[src/rtl/tile_seq_fsm.sv]
// tile_seq_fsm
// Layer sequencer: PREP once, then a counted loop of TRAN->COMP tiles,
// followed by a single DONE cycle. It supports a start/done handshake,
// abort, and a per-state watchdog with a sticky timeout flag.
// The state bus encoding is shared with the DMA and PE-array consumers
// and must not change.
module tile_seq_fsm #(
  parameter int CNT_W  = 8,
  parameter int WDOG_W = 16
) (
  input  logic              clk,
  input  logic              reset,
  input  logic              start,
  input  logic [CNT_W-1:0]  cfg_tiles,
  input  logic [WDOG_W-1:0] wdog_limit,
  input  logic              prep_done,
  input  logic              tran_done,
  input  logic              comp_done,
  input  logic              abort,
  output logic [2:0]        state,
  output logic [CNT_W-1:0]  tile_idx,
  output logic              tran_start,
  output logic              comp_start,
  output logic              busy,
  output logic              done,
  output logic              timeout
);

  // The encoding is fixed because downstream consumers decode the raw
  // state bus. Encodings 5-7 are illegal and are recovered to IDLE.
  typedef enum logic [2:0] {
    S_IDLE = 3'd0,
    S_PREP = 3'd1,
    S_TRAN = 3'd2,
    S_COMP = 3'd3,
    S_DONE = 3'd4
  } state_t;

  localparam logic [CNT_W-1:0]  CNT_ONE  = {{(CNT_W-1){1'b0}}, 1'b1};
  localparam logic [WDOG_W-1:0] WDOG_ONE = {{(WDOG_W-1){1'b0}}, 1'b1};
  localparam logic [WDOG_W-1:0] WDOG_MAX = {WDOG_W{1'b1}};

  state_t              state_reg,      state_next;
  logic [CNT_W-1:0]    tile_idx_reg,   tile_idx_next;
  logic [CNT_W-1:0]    tiles_reg,      tiles_next;
  logic [WDOG_W-1:0]   limit_reg,      limit_next;
  logic [WDOG_W-1:0]   wdog_reg,       wdog_next;
  logic                timeout_reg,    timeout_next;
  logic                tran_start_reg, tran_start_next;
  logic                comp_start_reg, comp_start_next;

  logic                in_work;
  logic                exit_cond;
  logic                last_tile;
  logic                wdog_fire;
  logic                state_change;

  // in_work covers the three states that are guarded by the watchdog.
  assign in_work = (state_reg == S_PREP) ||
                   (state_reg == S_TRAN) ||
                   (state_reg == S_COMP);

  // Select the exit condition that belongs to the current state.
  // Done inputs that belong to other states are ignored.
  always_comb begin
    exit_cond = 1'b0;
    case (state_reg)
      S_PREP:  exit_cond = prep_done;
      S_TRAN:  exit_cond = tran_done;
      S_COMP:  exit_cond = comp_done;
      default: exit_cond = 1'b0;
    endcase
  end

  // COMP is only reachable with tiles_reg != 0, so the subtraction
  // cannot underflow whenever last_tile is used.
  assign last_tile = (tile_idx_reg == (tiles_reg - CNT_ONE));

  // The watchdog fires on the last allowed cycle of a stalled state.
  // A limit of zero disables it.
  assign wdog_fire = in_work && !exit_cond &&
                     (limit_reg != '0) &&
                     (wdog_reg == (limit_reg - WDOG_ONE));

  // Next-state logic. Priority is abort, then the exit condition, then
  // the watchdog.
  always_comb begin
    state_next    = state_reg;
    tile_idx_next = tile_idx_reg;
    tiles_next    = tiles_reg;
    limit_next    = limit_reg;
    timeout_next  = timeout_reg;

    case (state_reg)
      S_IDLE: begin
        // Abort has no effect in IDLE, so a start in the same cycle still
        // begins a new layer.
        if (start) begin
          state_next    = S_PREP;
          tiles_next    = cfg_tiles;
          limit_next    = wdog_limit;
          tile_idx_next = '0;
          timeout_next  = 1'b0;
        end
      end

      S_PREP: begin
        if (abort) begin
          state_next    = S_IDLE;
          tile_idx_next = '0;
        end else if (prep_done) begin
          state_next = (tiles_reg == '0) ? S_DONE : S_TRAN;
        end else if (wdog_fire) begin
          state_next    = S_IDLE;
          tile_idx_next = '0;
          timeout_next  = 1'b1;
        end
      end

      S_TRAN: begin
        if (abort) begin
          state_next    = S_IDLE;
          tile_idx_next = '0;
        end else if (tran_done) begin
          state_next = S_COMP;
        end else if (wdog_fire) begin
          state_next    = S_IDLE;
          tile_idx_next = '0;
          timeout_next  = 1'b1;
        end
      end

      S_COMP: begin
        if (abort) begin
          state_next    = S_IDLE;
          tile_idx_next = '0;
        end else if (comp_done) begin
          if (last_tile) begin
            state_next = S_DONE;
          end else begin
            state_next    = S_TRAN;
            tile_idx_next = tile_idx_reg + CNT_ONE;
          end
        end else if (wdog_fire) begin
          state_next    = S_IDLE;
          tile_idx_next = '0;
          timeout_next  = 1'b1;
        end
      end

      S_DONE: begin
        // DONE always lasts exactly one cycle. An abort here only
        // changes tile_idx.
        state_next = S_IDLE;
        if (abort) begin
          tile_idx_next = '0;
        end
      end

      default: begin
        // Recover from an illegal encoding. The sticky timeout is kept.
        state_next    = S_IDLE;
        tile_idx_next = '0;
      end
    endcase
  end

  assign state_change = (state_next != state_reg);

  // Watchdog counter: cleared on any state change, and counting up
  // (saturating) while a working state is stalled.
  always_comb begin
    wdog_next = wdog_reg;
    if (state_change) begin
      wdog_next = '0;
    end else if (in_work && !exit_cond && (wdog_reg != WDOG_MAX)) begin
      wdog_next = wdog_reg + WDOG_ONE;
    end
  end

  // Entry strobes are registered so they line up with the first cycle
  // in which the state bus shows TRAN or COMP.
  always_comb begin
    tran_start_next = (state_next == S_TRAN) && (state_reg != S_TRAN);
    comp_start_next = (state_next == S_COMP) && (state_reg != S_COMP);
  end

  // State and datapath registers, with an asynchronous active-low reset.
  always_ff @(posedge clk or negedge reset) begin
    if (!reset) begin
      state_reg      <= S_IDLE;
      tile_idx_reg   <= '0;
      tiles_reg      <= '0;
      limit_reg      <= '0;
      wdog_reg       <= '0;
      timeout_reg    <= 1'b0;
      tran_start_reg <= 1'b0;
      comp_start_reg <= 1'b0;
    end else begin
      state_reg      <= state_next;
      tile_idx_reg   <= tile_idx_next;
      tiles_reg      <= tiles_next;
      limit_reg      <= limit_next;
      wdog_reg       <= wdog_next;
      timeout_reg    <= timeout_next;
      tran_start_reg <= tran_start_next;
      comp_start_reg <= comp_start_next;
    end
  end

  // busy and done are decoded straight from the state register, so they
  // add no latency. Illegal encodings decode to neither.
  assign state      = state_reg;
  assign tile_idx   = tile_idx_reg;
  assign tran_start = tran_start_reg;
  assign comp_start = comp_start_reg;
  assign busy       = in_work;
  assign done       = (state_reg == S_DONE);
  assign timeout    = timeout_reg;

endmodule

[config.mk]
export PLATFORM = sky130hd
export DESIGN_NAME = tile_seq_fsm
export DESIGN_NICKNAME = d
export VERILOG_FILES = /design/src/rtl/tile_seq_fsm.sv
export SDC_FILE = /design/constraint.sdc
export NUM_CORES = 1
export LEC_CHECK = 0
export ABC_AREA = 0
export CAP_MARGIN = 20
export CORE_ASPECT_RATIO = 1.5
export CORE_MARGIN = 8
export CORE_UTILIZATION = 40
export CTS_CLUSTER_SIZE = 16
export DETAILED_ROUTE_END_ITERATION = 10
export PLACE_DENSITY = 0.58
export RECOVER_POWER = 100
export SYNTH_ARGS = -nofsm -noshare
export SYNTH_HDL_FRONTEND = slang
export SYNTH_SLANG_ARGS = --single-unit
[constraint.sdc]
create_clock -name clk -period 4 [get_ports clk]
set_input_delay 0.8 -clock clk [delete_from_list [all_inputs] [get_ports clk]]
set_output_delay 0.8 -clock clk [all_outputs]
set_load 0.01 [all_outputs]
== After elaboration in Yosys (flattened, before gate mapping) ==
Cells that the tools add are included.
Operators by class
  $add $sub $neg: 4
  muxes and demuxes: 34
  equal/unequal tests: 23
  reductions and logical operators: 17
Operator list (count)
  8-bit two-way mux: 10
  8-bit case mux with 5 select lines: 1
  16-bit two-way mux: 2
  3-bit two-way mux: 10
  16-bit by 1-bit adder with 16-bit output, second input constant: 1
  16-bit == test: 1
  16-bit != test, second input constant: 1
  2-bit != test, second input constant: 8
  16-bit nonzero test: 1
  16-bit by 1-bit subtractor with 16-bit output, second input constant: 1
  3-bit by 2-bit == test with 1-bit output, second input constant: 4
  3-bit case mux with 4 select lines: 1
  8-bit by 1-bit adder with 8-bit output, second input constant: 1
  8-bit == test: 1
  8-bit logical NOT: 1
  1-bit two-way mux: 8
  8-bit AND reduction: 1
  8-bit by 1-bit subtractor with 8-bit output, second input constant: 1
  1-bit logical AND: 6
  3-bit by 2-bit != test with 1-bit output, second input constant: 2
  3-bit != test, second input constant: 2
  5-bit AND reduction: 1
  4-bit != test, second input constant: 1
  1-bit case mux with 4 select lines: 1
  other kinds (10): 11
Storage, ports and cells
  word-level logic and storage cells: 86
  input bits: 31
  register bits after elaboration: 54

== Depth between registers and ports, before layout ==
Gate-level depths: netlist of run 1.
  depth after elaboration: 12
  mapped depth: 10
  mapped depth without buffers: 9

== Worst setup path before layout of run 1 ==
OpenSTA, ideal clock, no wires.
  path type: flip-flop to flip-flop
  start point: reg limit_reg[0]
  end point: reg tile_idx_reg[7] (netlist: tile_idx[7])
  library setup time: 0.126 ns
  data required time: 3.874 ns
  path buffers: 1
  stages on the path, launching flop included: 10
  slack: 1.153 ns
  period minus slack after synthesis: 2.847 ns
  arrival time: 2.720 ns
  cell sequence: dfrtp_1 inv_1 ha_1 or3b_1 or4_1 a211oi_1 nand4_1 or4_4 buf_4 a221o_1
On the way
  cells in the longest elaborated chain, start to end: 7
  elaborated cells between the ends (all ways): 13
  those cells by class: add/sub (1); eq/ne (1); mux (8); reduce/logical (3)
Ends and longest elaborated chain
  start, declared: line 46  | logic [WDOG_W-1:0] limit_reg, limit_next;
  start signal, assigned: line 203  | limit_reg <= limit_next;
  16-bit by 1-bit subtractor with 16-bit output or 16-bit nonzero test (tied branches): line 83, 82
  16-bit == test or 1-bit logical AND (tied branches): line 83, 81
  1-bit logical AND (*): line 82  | (limit_reg != '0) &&
  8-bit two-way mux (*)
  8-bit two-way mux (on tied branches) (2 in series)
  8-bit case mux with 5 select lines (*)
  end signal, assigned: line 201  | tile_idx_reg <= tile_idx_next;
  end, declared: line 44  | logic [CNT_W-1:0] tile_idx_reg, tile_idx_next;
Every way passes the cells marked *; elsewhere a longest branch is shown, timed or not. The select of a mux whose other input is x is not followed.
A chain may end at the register's enable or synchronous reset.

== Worst setup path in the final report of run 1 ==
  start point: reg limit_reg[0]
  end point: reg wdog_reg[7]
On the way
  cells in the longest elaborated chain, start to end: 9
  elaborated cells between the ends (all ways): 16
  those cells by class: add/sub (1); eq/ne (2); mux (9); reduce/logical (4)
Ends and longest elaborated chain
  16-bit by 1-bit subtractor with 16-bit output or 16-bit nonzero test (tied branches): line 83, 82
  16-bit == test or 1-bit logical AND (tied branches): line 83, 81
  1-bit logical AND (*): line 82
  3-bit two-way mux (*): line 113, 126, 144
  3-bit two-way mux (on tied branches): line 137, 111, 124
  3-bit two-way mux (on tied branches): line 134, 108, 121
  3-bit case mux with 4 select lines (*): line 94  | case (state_reg)
  3-bit != test (*): line 168  | assign state_change = (state_next != state_reg);
  16-bit two-way mux or 2-bit nonzero test (tied branches)
  end signal, assigned: line 204  | wdog_reg <= wdog_next;
  end, declared: line 47  | logic [WDOG_W-1:0] wdog_reg, wdog_next;
Every way passes the cells marked *; elsewhere a longest branch is shown, timed or not.

==> qor.csv, run 1 <==
metric;value;unit
cpPeakStageDelay;650;ps
ir_worst_vdd;0.000262;V
cts_tree;yes;
cp-end-kind;flip-flop;
grt_pass1_wl;14800;µm
r2r-start;limit_reg[0];
pwr-share-comb;44.1;%
maxCapViolations;2;
cts_buffers;5;
cp_cell_sequence;inv_1 -> ha_1 -> or3b_1 -> or4_1 -> a211oi_1 -> nand4_1 -> or4_1 -> nand4_1 -> nor2_1;
syn_area;3530;µm²
max_freq;0.289;GHz
wl;8930;µm
seq_area;1350;µm²
clk_latency;290;ps
syn-num-nets;412;
grt_pass1_vias;3045;
core_area;8720;µm²
slowest_stage;or4_1;
cts.clk_slew.worst_paths;70;ps
die_w;92.7;µm
p_sw;1.03;mW
worst_clock_skew;6.13;ps
drt_iter0_drc;103;
r2r_end;wdog_reg[7];
hpwl;6880;µm
cp_max_fo;16;
synth_edf_count;0;
grt_start_max_net_pins;43;
detail_route.wl_per_cell;17.0;µm
grt_usage;15.2;%
dieArea;12100;µm²
diodes;0;
synth_cell_types;62;
portBuffers;46;
synth_area_per_cell;9.38;µm²
fill_cells;905;
layout.nets;452;
p_leak;1.66;nW
maxSlewViolCount;63;
row_count;42;
gp_congestion;0.887;
antenna_found_initial;0;
ys_seq_area_share;38.3;%
post_cts_resized;0;
min_period_over_period;86.7;%
pwr-share-seq;38.6;%
worstPathArrival;3620;ps
area_delta_synth_final;18.6;%
postCtsHoldBufs;0;
failed_checks;max-capacitance violations, max-slew violations;
fin_setup_tns;0;ps
layout-drive-gt1-share;8.87;%
fin_crit;3470;ps
dr.pass1.iters;4;
remaining_drc_errors;0;
slew_headroom;-9.99;%
hold_viol_final;0;
root_buffer;clkbuf_16;
yosysWarnings;0;
power_frac_clock;17.3;%
worstMarginPinSlew;1650;ps
hp-class;reg -> reg;
final_cell_mix;54 x dfrtp_1, 35 x nor2_1, 28 x clkdlybuf4s50_1;
internal_power;1.46;mW
ant_nets;0;
final_util;47.9;%
initial_core_util;40.4;%
via_per_inst;5.75;
outcome;finished, violations left;
crit_type;reg -> reg;
holdPathEnd;timeout;
fp.dieH;131;µm
cts_sinks;54;
regToRegSetupSlack;530;ps
multi_input_area;2020;µm²
clock_path_buffers;2;
hp-start;timeout;
h-tree-depth;2;
post_cts_buffers;0;
layout.cells.non_filler;527;
ios;47;
placedCellCount;518;
switching_share;41.5;%
synth-main-ff-cell;dfrtp_1;
final_common_cell;dfrtp_1;
cp_data_required_time;4150;ps
setup_viol;0;
start_kind;flip-flop;
r2r_cells;9;
rsz0062_at_grt;false;
whs_path_depth;2;
ys_ff_latch;54;
vias;3029;
async_flop_share;100;%
synthCells;376;
grt_overflow;0;
powerDensity;596;nW/µm²
[cells by family (layout without fill, tap and decap cells)]
group                      Yosys count  after routing  synth area share [%]
xor gates and xnor gates            45             45                  11.2
AOI/OAI and AO/OA                   68             68                  14.0
and+or+nand+nor                    151            151                  23.6
muxes                               23             23                  7.20
buffers and inverters               30             71                  3.94
DFF                                 54             54                  38.3
adders and majority gates            5              5                  1.77
[per-stage QoR]
stage	setup WS [ps]	power [mW]	instance area, µm²	hold slack, ps
after floorplan	1150	1.76	3530	504
after global placement	701	2.08	4060	527
after detailed placement	613	2.10	4060	523
after CTS	651	2.54	4200	534
after global routing	258	2.69	4180	569
final	534	2.49	4180	529
[how the worst max path moves through the flow]
stage | start | endpoint | slack (ps) | cells after the start
global placement | comp_done | wdog_reg[12] | 700 | 8
detailed placement | prep_done | wdog_reg[7] | 610 | 8
finish | limit_reg[0] | wdog_reg[7] | 530 | 9
global route | limit_reg[0] | wdog_reg[7] | 260 | 9
floorplan | limit_reg[0] | tile_idx[7] | 1150 | 9
CTS | limit_reg[0] | wdog_reg[7] | 650 | 9
[power by group through the flow]
stage	Sequential, mW	Combinational (mW)	Clock, mW
after CTS	0.964	1.13	0.447
after global placement	0.972	1.11	0
after floorplan	0.842	0.914	0
after global routing	0.998	1.22	0.466
final	0.961	1.10	0.431
after detailed placement	0.975	1.12	0
[layer usage]
metal | wire [µm] | part of all wire [%] | track usage, % | vias up
li1 | - | - | - | 1452
met5 | 0 | 0 | 0 | -
met3 | 367 | 4.1 | 2.69 | 19
met1 | 3460 | 39 | 15.9 | 1491
met2 | 4760 | 53 | 28.2 | 67
met4 | 344 | 3.9 | 8.38 | 0
[cell type report]
cell class / count / area share [%]
clock buffers: 6 / 3.08
clock inverters: 2 / 0.329
inverters: 11 / 0.987
multi-input cells: 292 / 48.3
flip-flops and latches: 54 / 32.3
well taps: 110 / 3.29
repair buffers: 52 / 11.7
[worst max-delay path, delay by kind of cell, from the launching register on]
kind	cells	cell delay (ps)
flip-flops	1	430
AO/OA/AOI/OAI	1	240
adder cells (fa/ha/maj)	1	250
AND/OR/NAND/NOR	6	2280
buffers and inverters	1	120
[cells in the mapped netlist (all sizes together) (6+ instances only)]
| cell | number | share of area, % |
|---|---|---|
| nand3 | 12 | 1.7 |
| clkbuf | 11 | 1.2 |
| buf | 8 | 1.6 |
| xnor2 | 26 | 6.5 |
| mux2 | 19 | 6.1 |
| a21oi | 9 | 1.3 |
| nor3 | 9 | 1.3 |
| nor3b | 6 | 1.3 |
| xor2 | 19 | 4.7 |
| nor2 | 35 | 3.7 |
| or4 | 6 | 1.5 |
| nor4 | 9 | 2.0 |
| o21ai | 14 | 2.0 |
| inv | 10 | 1.1 |
| nand4 | 10 | 1.8 |
| and3 | 10 | 1.8 |
| a31oi | 9 | 1.6 |
| dfrtp | 54 | 38 |
| nand2 | 27 | 2.9 |
(Power assumes the default switching activity.)
==> run 2, diff against run 1 <==
CORE_MARGIN = 3   (was 8)
==> qor.csv, run 2 (synthesized netlist as in run 1, its figures left out) <==
metric;value;unit;change
failed_checks;max-capacitance violations, max-slew violations;;unchanged
slew_headroom;-35.3;%;was -9.99%
ant_nets;0;;unchanged
clk_latency;290;ps;about the same
worst_clock_skew;6.36;ps;was 6.13 ps
clock_path_buffers;2;;unchanged
detail_route.wl_per_cell;16.9;µm;was 17.0 µm
p_sw;1.05;mW;was 1.03 mW
placedCellCount;515;;was 518
remaining_drc_errors;0;;unchanged
cts_buffers;5;;unchanged
post_cts_resized;0;;unchanged
ir_worst_vdd;0.000248;V;was 0.000262 V
gp_congestion;0.879;;was 0.887
powerDensity;598;nW/µm²;was 596 nW/µm²
cts.clk_slew.worst_paths;70;ps;about the same
final_util;49.0;%;was 47.9%
fin_ws;578;ps;was 534 ps
postCtsHoldBufs;0;;unchanged
dieArea;10000;µm²;was 12100 µm²
fin_crit;3420;ps;was 3470 ps
hpwl;6630;µm;was 6880 µm
cts_sinks;54;;unchanged
wl;8850;µm;was 8930 µm
root_buffer;clkbuf_16;;unchanged
worstMarginPinSlew;2030;ps;was 1650 ps
fp.dieH;121;µm;was 131 µm
layout.nets;451;;was 452
antenna_found_initial;0;;unchanged
maxCapViolations;2;;unchanged
internal_power;1.45;mW;was 1.46 mW
drt_iter0_drc;90;;was 103
max_freq;0.292;GHz;was 0.289 GHz
crit_type;reg -> reg;;unchanged
final_cell_mix;54 x dfrtp_1, 35 x nor2_1, 28 x clkdlybuf4s50_1;;unchanged
hold_viol_final;0;;unchanged
ios;47;;unchanged
dr.pass1.iters;4;;unchanged
vias;3059;;was 3029
post_cts_buffers;0;;unchanged
portBuffers;46;;unchanged
core_area;8520;µm²;was 8720 µm²
grt_pass1_vias;2989;;was 3045
grt_usage;18.8;%;was 15.2%
cp-end-kind;flip-flop;;unchanged
h-tree-depth;2;;unchanged
start_kind;flip-flop;;unchanged
rsz0062_at_grt;false;;unchanged
die_w;82.7;µm;was 92.7 µm
layout.cells.non_filler;523;;was 527
p_leak;1.66;nW;about the same
placed_cell_area;4060;µm²;about the same
grt_pass1_wl;14400;µm;was 14800 µm
fin_setup_tns;0;ps;unchanged
power_frac_clock;17.6;%;was 17.3%
switching_share;41.9;%;was 41.5%
area_delta_synth_final;18.4;%;was 18.6%
cp_max_fo;16;;unchanged
grt_start_max_net_pins;39;;was 43
cp_data_required_time;4150;ps;about the same
cts_tree;yes;;unchanged
row_count;41;;was 42
outcome;finished, violations left;;unchanged
initial_core_util;41.4;%;was 40.4%
final_common_cell;dfrtp_1;;unchanged
worstPathArrival;3580;ps;was 3620 ps
layout-drive-gt1-share;8.89;%;was 8.87%
grt_overflow;0;;unchanged
diodes;0;;unchanged
min_period_over_period;85.5;%;was 86.7%
setup_viol;0;;unchanged
dp_slack;598;ps;was 613 ps
postLayoutCellArea;4170;µm²;was 4180 µm²
pwr-share-seq;38.6;%;about the same
hp-class;reg -> reg;;unchanged
pwr-share-comb;43.8;%;was 44.1%
via_per_inst;5.85;;was 5.75
maxSlewViolCount;72;;was 63
run 2: area by class of cell:
type	count	area, µm²
Clock buffer	5	125
Clock inverter	3	21.3
Fill cell	869	4340
Inverter	11	41.3
Multi-Input combinational cell	292	2020
Sequential cell	54	1350
Tap cell	107	134
Timing Repair Buffer	51	480
run 2: worst paths after layout:
kind / from / to / slack, ps / depth (start not counted)
hold reg to reg: timeout / timeout / 540 / 2
setup / recovery: limit_reg[0] / wdog_reg[13] / 580 / 9
hold / removal: timeout / timeout / 540 / 2
setup reg to reg: limit_reg[0] / wdog_reg[13] / 580 / 9
min in group asynchronous: reset / tiles_reg[6] / 1070 / 1
max in group asynchronous: reset / wdog_reg[8] / 1260 / 2
run 2: routing by layer:
layer	up-vias	GRT usage [%]	part of all wire, %
met5	-	0	0
met4	0	8.08	3.2
met3	18	2.90	4.1
met2	85	34.3	55
met1	1502	20.8	38
li1	1454	-	-
run 2: critical path, stage by stage (launching register included):
cell and delay [ps]:
dfrtp_1 430, inv_1 120, ha_1 230, or3b_1 370, or4_1 470, a211oi_1 240, nand4_1 90, or4_1 630
nand4_1 570, nor2_1 120
run 2: through the flow:
stage                     hold slack, ps  power [mW]
after floorplan                      504        1.76
after global placement               528        2.08
after detailed placement             531        2.09
after CTS                            543        2.54
after global routing                 571        2.68
final                                538        2.49
run 2: power groups by stage:
stage               clock network (mW)  registers, mW  logic [mW]
finish                           0.440          0.962        1.09
global placement                     0          0.968        1.11
detailed placement                   0          0.975        1.12
CTS                              0.453          0.963        1.13
global route                     0.473          0.992        1.21
floorplan                            0          0.842       0.914
